File: config.mk
export PLATFORM = sky130hd
export DESIGN_NAME = uart_tx_frame
export DESIGN_NICKNAME = d
export VERILOG_FILES = /design/src/rtl/uart_pkg.sv /design/src/rtl/uart_parity_gen.sv /design/src/rtl/uart_tx_frame.sv
export SDC_FILE = /design/constraint.sdc
export NUM_CORES = 1
export LEC_CHECK = 0
export ABC_CLOCK_PERIOD_IN_PS = 5790
export BUFFER_PORTS_ARGS = -buffer_cell sky130_fd_sc_hd__buf_2
export CAP_MARGIN = 20
export CORE_MARGIN = 5
export CORE_UTILIZATION = 40
export CTS_BUF_LIST = sky130_fd_sc_hd__clkbuf_16
export CTS_CLUSTER_DIAMETER = 200
export DETAILED_ROUTE_END_ITERATION = 10
export HOLD_SLACK_MARGIN = 0.02
export PLACE_DENSITY_LB_ADDON = 0.1
export SLEW_MARGIN = 15
export SYNTH_ARGS = -nofsm -noshare
export SYNTH_HDL_FRONTEND = slang
export SYNTH_SLANG_ARGS = --single-unit
File: constraint.sdc
create_clock -name CLK -period 5.79 [get_ports CLK]
set_input_delay 1.4475 -clock CLK [delete_from_list [all_inputs] [get_ports CLK]]
set_output_delay 1.4475 -clock CLK [all_outputs]
set_load 0.02 [all_outputs]
File: src/rtl/uart_pkg.sv
// ============================================================================
// uart_pkg : shared encodings and constants for the UART transmit frame engine
// Rev 1.0
// ============================================================================
`default_nettype none

package uart_pkg;

    localparam logic [1:0] PAR_EVEN  = 2'b00;
    localparam logic [1:0] PAR_ODD   = 2'b01;
    localparam logic [1:0] PAR_MARK  = 2'b10;
    localparam logic [1:0] PAR_SPACE = 2'b11;

    localparam int MIN_LEN = 5;

    typedef enum logic [2:0] {
        ST_IDLE   = 3'd0,
        ST_START  = 3'd1,
        ST_DATA   = 3'd2,
        ST_PARITY = 3'd3,
        ST_STOP   = 3'd4
    } tx_state_t;

endpackage

`default_nettype wire

File: src/rtl/uart_parity_gen.sv
// ============================================================================
// uart_parity_gen : registered parity unit, loads a new parity bit on strobe
// Rev 1.0
// ============================================================================
`default_nettype none

module uart_parity_gen
    import uart_pkg::*;
#(
    parameter int DATA_WIDTH = 8
) (
    input  logic                  CLK,
    input  logic                  RST,
    input  logic [DATA_WIDTH-1:0] masked_data,
    input  logic [1:0]            mode,
    input  logic                  load,
    output logic                  Par_Bit
);

    logic par_next;

    always_comb begin
        par_next = 1'b0;
        case (mode)
            PAR_EVEN: par_next = ^masked_data;
            PAR_ODD:  par_next = ~(^masked_data);
            PAR_MARK: par_next = 1'b1;
            default:  par_next = 1'b0;
        endcase
    end

    always_ff @(posedge CLK or posedge RST) begin
        if (RST) begin
            Par_Bit <= 1'b0;
        end else if (load) begin
            Par_Bit <= par_next;
        end
    end

endmodule

`default_nettype wire

File: src/rtl/uart_tx_frame.sv
// ============================================================================
// uart_tx_frame : UART transmit framer/serialiser with runtime length, parity
//                 mode and stop-bit count; one line bit per CLK cycle
// Rev 1.0
// ============================================================================
`default_nettype none

module uart_tx_frame
    import uart_pkg::*;
#(
    parameter int   DATA_WIDTH = 8,
    parameter int   LEN_W      = 4,
    parameter logic IDLE_LEVEL = 1'b1
) (
    input  logic                  CLK,
    input  logic                  RST,
    input  logic [DATA_WIDTH-1:0] P_DATA,
    input  logic                  Data_Valid,
    input  logic [LEN_W-1:0]      DATA_LEN,
    input  logic                  PAR_EN,
    input  logic [1:0]            PAR_MODE,
    input  logic                  STOP2,
    output logic                  TX_OUT,
    output logic                  BUSY,
    output logic                  Par_Bit,
    output logic                  Frame_Done
);

    tx_state_t             state, state_nxt;
    logic [LEN_W-1:0]      cnt, cnt_nxt;
    logic [LEN_W-1:0]      len_r, len_eff;
    logic [DATA_WIDTH-1:0] data_r, data_masked, data_shift;
    logic                  par_en_r, stop2_r;
    logic                  accept, tx_nxt, done_nxt;

    assign accept = (state == ST_IDLE) && Data_Valid;

    always_comb begin
        if (DATA_LEN < LEN_W'(MIN_LEN)) begin
            len_eff = LEN_W'(MIN_LEN);
        end else if (DATA_LEN > LEN_W'(DATA_WIDTH)) begin
            len_eff = LEN_W'(DATA_WIDTH);
        end else begin
            len_eff = DATA_LEN;
        end
    end

    // Bits above the effective length are cleared so parity ignores them
    always_comb begin
        data_masked = '0;
        for (int i = 0; i < DATA_WIDTH; i++) begin
            data_masked[i] = P_DATA[i] & (LEN_W'(i) < len_eff);
        end
    end

    uart_parity_gen #(
        .DATA_WIDTH (DATA_WIDTH)
    ) u_parity (
        .CLK         (CLK),
        .RST         (RST),
        .masked_data (data_masked),
        .mode        (PAR_MODE),
        .load        (accept),
        .Par_Bit     (Par_Bit)
    );

    // cnt indexes data bits in DATA and counts stop bits in STOP
    always_comb begin
        state_nxt = state;
        cnt_nxt   = cnt;
        case (state)
            ST_IDLE: begin
                cnt_nxt = '0;
                if (accept) state_nxt = ST_START;
            end
            ST_START: begin
                state_nxt = ST_DATA;
                cnt_nxt   = '0;
            end
            ST_DATA: begin
                if (cnt == len_r - LEN_W'(1)) begin
                    state_nxt = par_en_r ? ST_PARITY : ST_STOP;
                    cnt_nxt   = '0;
                end else begin
                    cnt_nxt = cnt + LEN_W'(1);
                end
            end
            ST_PARITY: begin
                state_nxt = ST_STOP;
                cnt_nxt   = '0;
            end
            ST_STOP: begin
                if (stop2_r && (cnt == '0)) begin
                    cnt_nxt = LEN_W'(1);
                end else begin
                    state_nxt = ST_IDLE;
                    cnt_nxt   = '0;
                end
            end
            default: begin
                state_nxt = ST_IDLE;
                cnt_nxt   = '0;
            end
        endcase
    end

    assign data_shift = data_r >> cnt_nxt;

    always_comb begin
        tx_nxt = IDLE_LEVEL;
        case (state_nxt)
            ST_START:  tx_nxt = ~IDLE_LEVEL;
            ST_DATA:   tx_nxt = data_shift[0];
            ST_PARITY: tx_nxt = Par_Bit;
            default:   tx_nxt = IDLE_LEVEL;
        endcase
        done_nxt = (state_nxt == ST_STOP) && (!stop2_r || (cnt_nxt == LEN_W'(1)));
    end

    always_ff @(posedge CLK or posedge RST) begin
        if (RST) begin
            state      <= ST_IDLE;
            cnt        <= '0;
            data_r     <= '0;
            len_r      <= '0;
            par_en_r   <= 1'b0;
            stop2_r    <= 1'b0;
            TX_OUT     <= IDLE_LEVEL;
            BUSY       <= 1'b0;
            Frame_Done <= 1'b0;
        end else begin
            state      <= state_nxt;
            cnt        <= cnt_nxt;
            TX_OUT     <= tx_nxt;
            BUSY       <= (state_nxt != ST_IDLE);
            Frame_Done <= done_nxt;
            if (accept) begin
                data_r   <= data_masked;
                len_r    <= len_eff;
                par_en_r <= PAR_EN;
                stop2_r  <= STOP2;
            end
        end
    end

endmodule

`default_nettype wire

==> implementation parameters <==
Parameter                              Value

Synthesis
  Number of nets in the synthesized netlist ... 156
  Number of standard cells after synthesis ... 134
  Mapped Area ... 0.00139 mm²
  Post-synthesis sequential area ratio ... 0.450
  Post-synthesis area per instance ... 10.4 µm²
  Count of state elements after synthesis ... 25
  Yosys warning count ... 0
  Unique cell type count in the Yosys netlist ... 38

CTS
  Clock Tree Buf Depth ... 2
  Master cell of the clock root buffer ... sky130_fd_sc_hd__clkbuf_16
  CTS tree ... yes
  CTS Buf Count ... 3
  Number of H-tree levels ... 1
  Post-CTS sizing ... 0
  Number of buffers inserted by post-CTS setup repair ... 0
  Worst-Skew Late Latency ... 260 ps
  Clock transition at the registers of the reported paths ... 60 ps
  Clock net sink count ... 25
  Hold-fix buffers at CTS ... 0

Pwr
  Register share of total power ... 0.372
  Sw power ... 338 µW
  Max VDD drop ... 0.000242 V
  Relative contribution of combinational cells to total power ... 0.456
  Proportion of total power due to net switching ... 0.391
  Int Pwr ... 525 µW
  Clock power share ... 0.172
  Static leakage ... 0.000750 µW
  Areal power density over the cells ... 530 mW/mm²
  Power Total ... 863 µW

Detailed routing
  Total wirelength of the detailed-routed design ... 2.63 mm
  Overall via count from detail_route ... 998
  DRC violations left ... 0
  Residual antenna-violating net count after detailed routing ... 0
  Mean number of vias per cell ... 4.92
  DRC violation total after the first TritonRoute iteration ... 20
  Per-cell routed wire length ... 13.0 µm
  Detailed-router iteration count before antenna repair ... 3

Min path
  Hold EP ... Frame_Done
  Worst hold path class ... reg2reg
  Min-delay src ... stop2_r
  Number of instances on the worst hold path ... 1

Critical path
  FF-to-FF path depth ... 9
  Type of the setup path with the least slack ... in2reg
  Worst reg2reg setup slack ... 3420 ps
  CP Data Arrival Time ... 3140 ps
  Startpoint types ... input pin
  Worst reg2reg path endpoint ... TX_OUT
  Slowest-stage cell, CP ... sky130_fd_sc_hd__nand3b_1
  Reg-to-Reg Start ... len_r[0]
  CP Capture Type ... flop
  Required time worst endpoint ... 5970 ps
  Max Fanout on Critical Path ... 23
  Worst path cell trace ... buf_2, nand3b_1, o21ai_0, nor4b_1, a211oi_1
  Delay contributed by the slowest stage of the critical path ... 690 ps

Timing
  Headroom to the max-slew limit ... 0.370
  Setup TNS ... 0 ps
  Number of slew-limit violations in the final report ... 0
  Final setup viols ... 0
  Unrepaired setup endpoints after global routing ... no
  Final Hold Slack ... 465 ps
  Final clock period utilization by the worst path ... 0.512
  Final Hold Viols ... 0
  Min cycle time layout ... 2960 ps
  Worst Tran Pin Value ... 942 ps
  Maximum clock frequency ... 337 MHz
  Layout Skew ... 3.40 ps

Finish
  Sequential Area ... 627 µm²
  Area of the multi-input gates ... 724 µm²
  Number of filler cells placed in the layout ... 360
  Signed area change from the synthesized netlist to the final layout ... 16.8%
  Inserted Diodes ... 0
  Share of layout cells above drive strength 1 ... 0.197
  Post-layout net count ... 180

Placement
  DPL Wire Length ... 2.09 mm
  Global placement routability congestion ... 0.732
  Port buffer count ... 22

Flow run
  Max-cap violations ... 0

Floorplanning
  IO Pins ... 23
  Die Width ... 69.0 µm
  Area of the core region ... 0.00336 mm²
  Floorplan die area ... 0.00477 mm²
  Vertical die dimension ... 69.0 µm
  Site Rows ... 21
  Starting density of the core ... 0.414

GRT
  Vias in the first global route ... 1025
  Total routing usage reported by global routing ... 0.119
  Initial antenna violation count ... 0
  Total congestion overflow ... 0
  Global-route wire length before repair ... 4.57 mm
  Pin count of the biggest net entering global routing ... 26

Run status
  Outcome ... completed
cell families (layout without fill, tap and decap cells):
logic type	after synthesis	after routing	share of synthesized area
DFF	25	25	0.450
adders and majority gates	3	3	0.0269
xor gates and xnor gates	15	15	0.104
muxes	13	13	0.101
buffers and inverters	11	34	0.0305
AOI/OAI and AO/OA	27	27	0.146
and+or+nand+nor	40	40	0.142
state kept, by name, indices dropped and copies added (netlist names), 3 cells and up:
name / cells
data_r: 8
cnt: 4
len_r: 4
state: 3
critical path, delay by kind of cell:
family,cells,cell delay (ps)
simple gates,2,1080
compound gates,2,510
buf+inv,1,100
metrics by stage:
step                setup slack (ps)  cells  area, µm²   util
detailed placement              2560    199       1550  0.461
global route                    2630    203       1630  0.484
CTS                             2820    203       1630  0.484
global placement                2650    199       1550  0.461
finish                          2830    203       1630  0.484
floorplan                       3120    134       1390      -
final cells by class:
type	instances	area share
inverter	8	0.0184
tap	46	0.0354
clock inverter	1	0.00231
timing repair buffer	22	0.0676
sequential	25	0.385
multi-input combinational	98	0.445
clock buffer	3	0.0461
cells in the mapped netlist (all sizes together):
| cell type | count | area [µm²] |
|---|---|---|
| xnor2 | 9 | 78.8 |
| mux2 | 8 | 90.1 |
| xor2 | 5 | 43.8 |
| nand4 | 2 | 12.5 |
| nor2b | 3 | 18.8 |
| a21bo | 1 | 10.0 |
| o21ba | 1 | 10.0 |
| dfrtp | 24 | 601 |
| buf | 1 | 5.00 |
| nor2 | 9 | 33.8 |
| or2 | 2 | 12.5 |
| a21oi | 4 | 20.0 |
| nand2 | 13 | 48.8 |
| ha | 3 | 37.5 |
| nor4b | 1 | 8.76 |
| xnor3 | 1 | 22.5 |
| clkbuf | 2 | 7.51 |
| nor3b | 2 | 15.0 |
| nand3b | 1 | 7.51 |
| inv | 8 | 30.0 |
| nand3 | 1 | 5.00 |
| o31ai | 3 | 36.3 |
| o21ai | 10 | 61.3 |
| dfstp | 1 | 26.3 |
| nor3 | 3 | 15.0 |
| o221a | 1 | 11.3 |
| a21boi | 2 | 15.0 |
| or3 | 1 | 6.26 |
| a211oi | 3 | 27.5 |
| mux2i | 5 | 50.1 |
| a31oi | 2 | 12.5 |
| and3 | 2 | 13.8 |
cells in the final DEF, fill, tap and decap left out, drive strengths merged, types with 3 or more instances in the layout:
| cell type | netlist | routed |
|---|---|---|
| nor2b | 3 | 3 |
| clkbuf | 2 | 3 |
| ha | 3 | 3 |
| mux2i | 5 | 5 |
| nor3 | 3 | 3 |
| nand2 | 13 | 13 |
| a21oi | 4 | 4 |
| a211oi | 3 | 3 |
| dfrtp | 24 | 24 |
| nor2 | 9 | 9 |
| inv | 8 | 9 |
| xor2 | 5 | 5 |
| xnor2 | 9 | 9 |
| o31ai | 3 | 3 |
| buf | 1 | 22 |
| o21ai | 10 | 10 |
| mux2 | 8 | 8 |
per-layer routing:
metal / vias to the layer above / track usage / wire [µm]
li1: 515 / - / -
met1: 461 / 0.147 / 1250
met2: 18 / 0.195 / 1230
met3: 4 / 0.0407 / 121
met4: 0 / 0.0325 / 26
met5: - / 0 / 0
power by group through the flow:
stage	registers, µW	clock network, µW	logic [µW]
2_1_floorplan	319	0	313
3_3_place_gp	323	0	392
3_5_place_dp	325	0	397
4_1_cts	322	151	399
5_1_grt	332	159	441
6_report	321	148	394
how the worst max path moves through the flow:
stage                    start          endpoint
global placement    Data_Valid            TX_OUT
finish              Data_Valid            TX_OUT
CTS                 Data_Valid            TX_OUT
global route        Data_Valid            TX_OUT
detailed placement  Data_Valid            TX_OUT
floorplan            P_DATA[3]  u_parity.Par_Bit
Power figures use the tool's default switching activity.
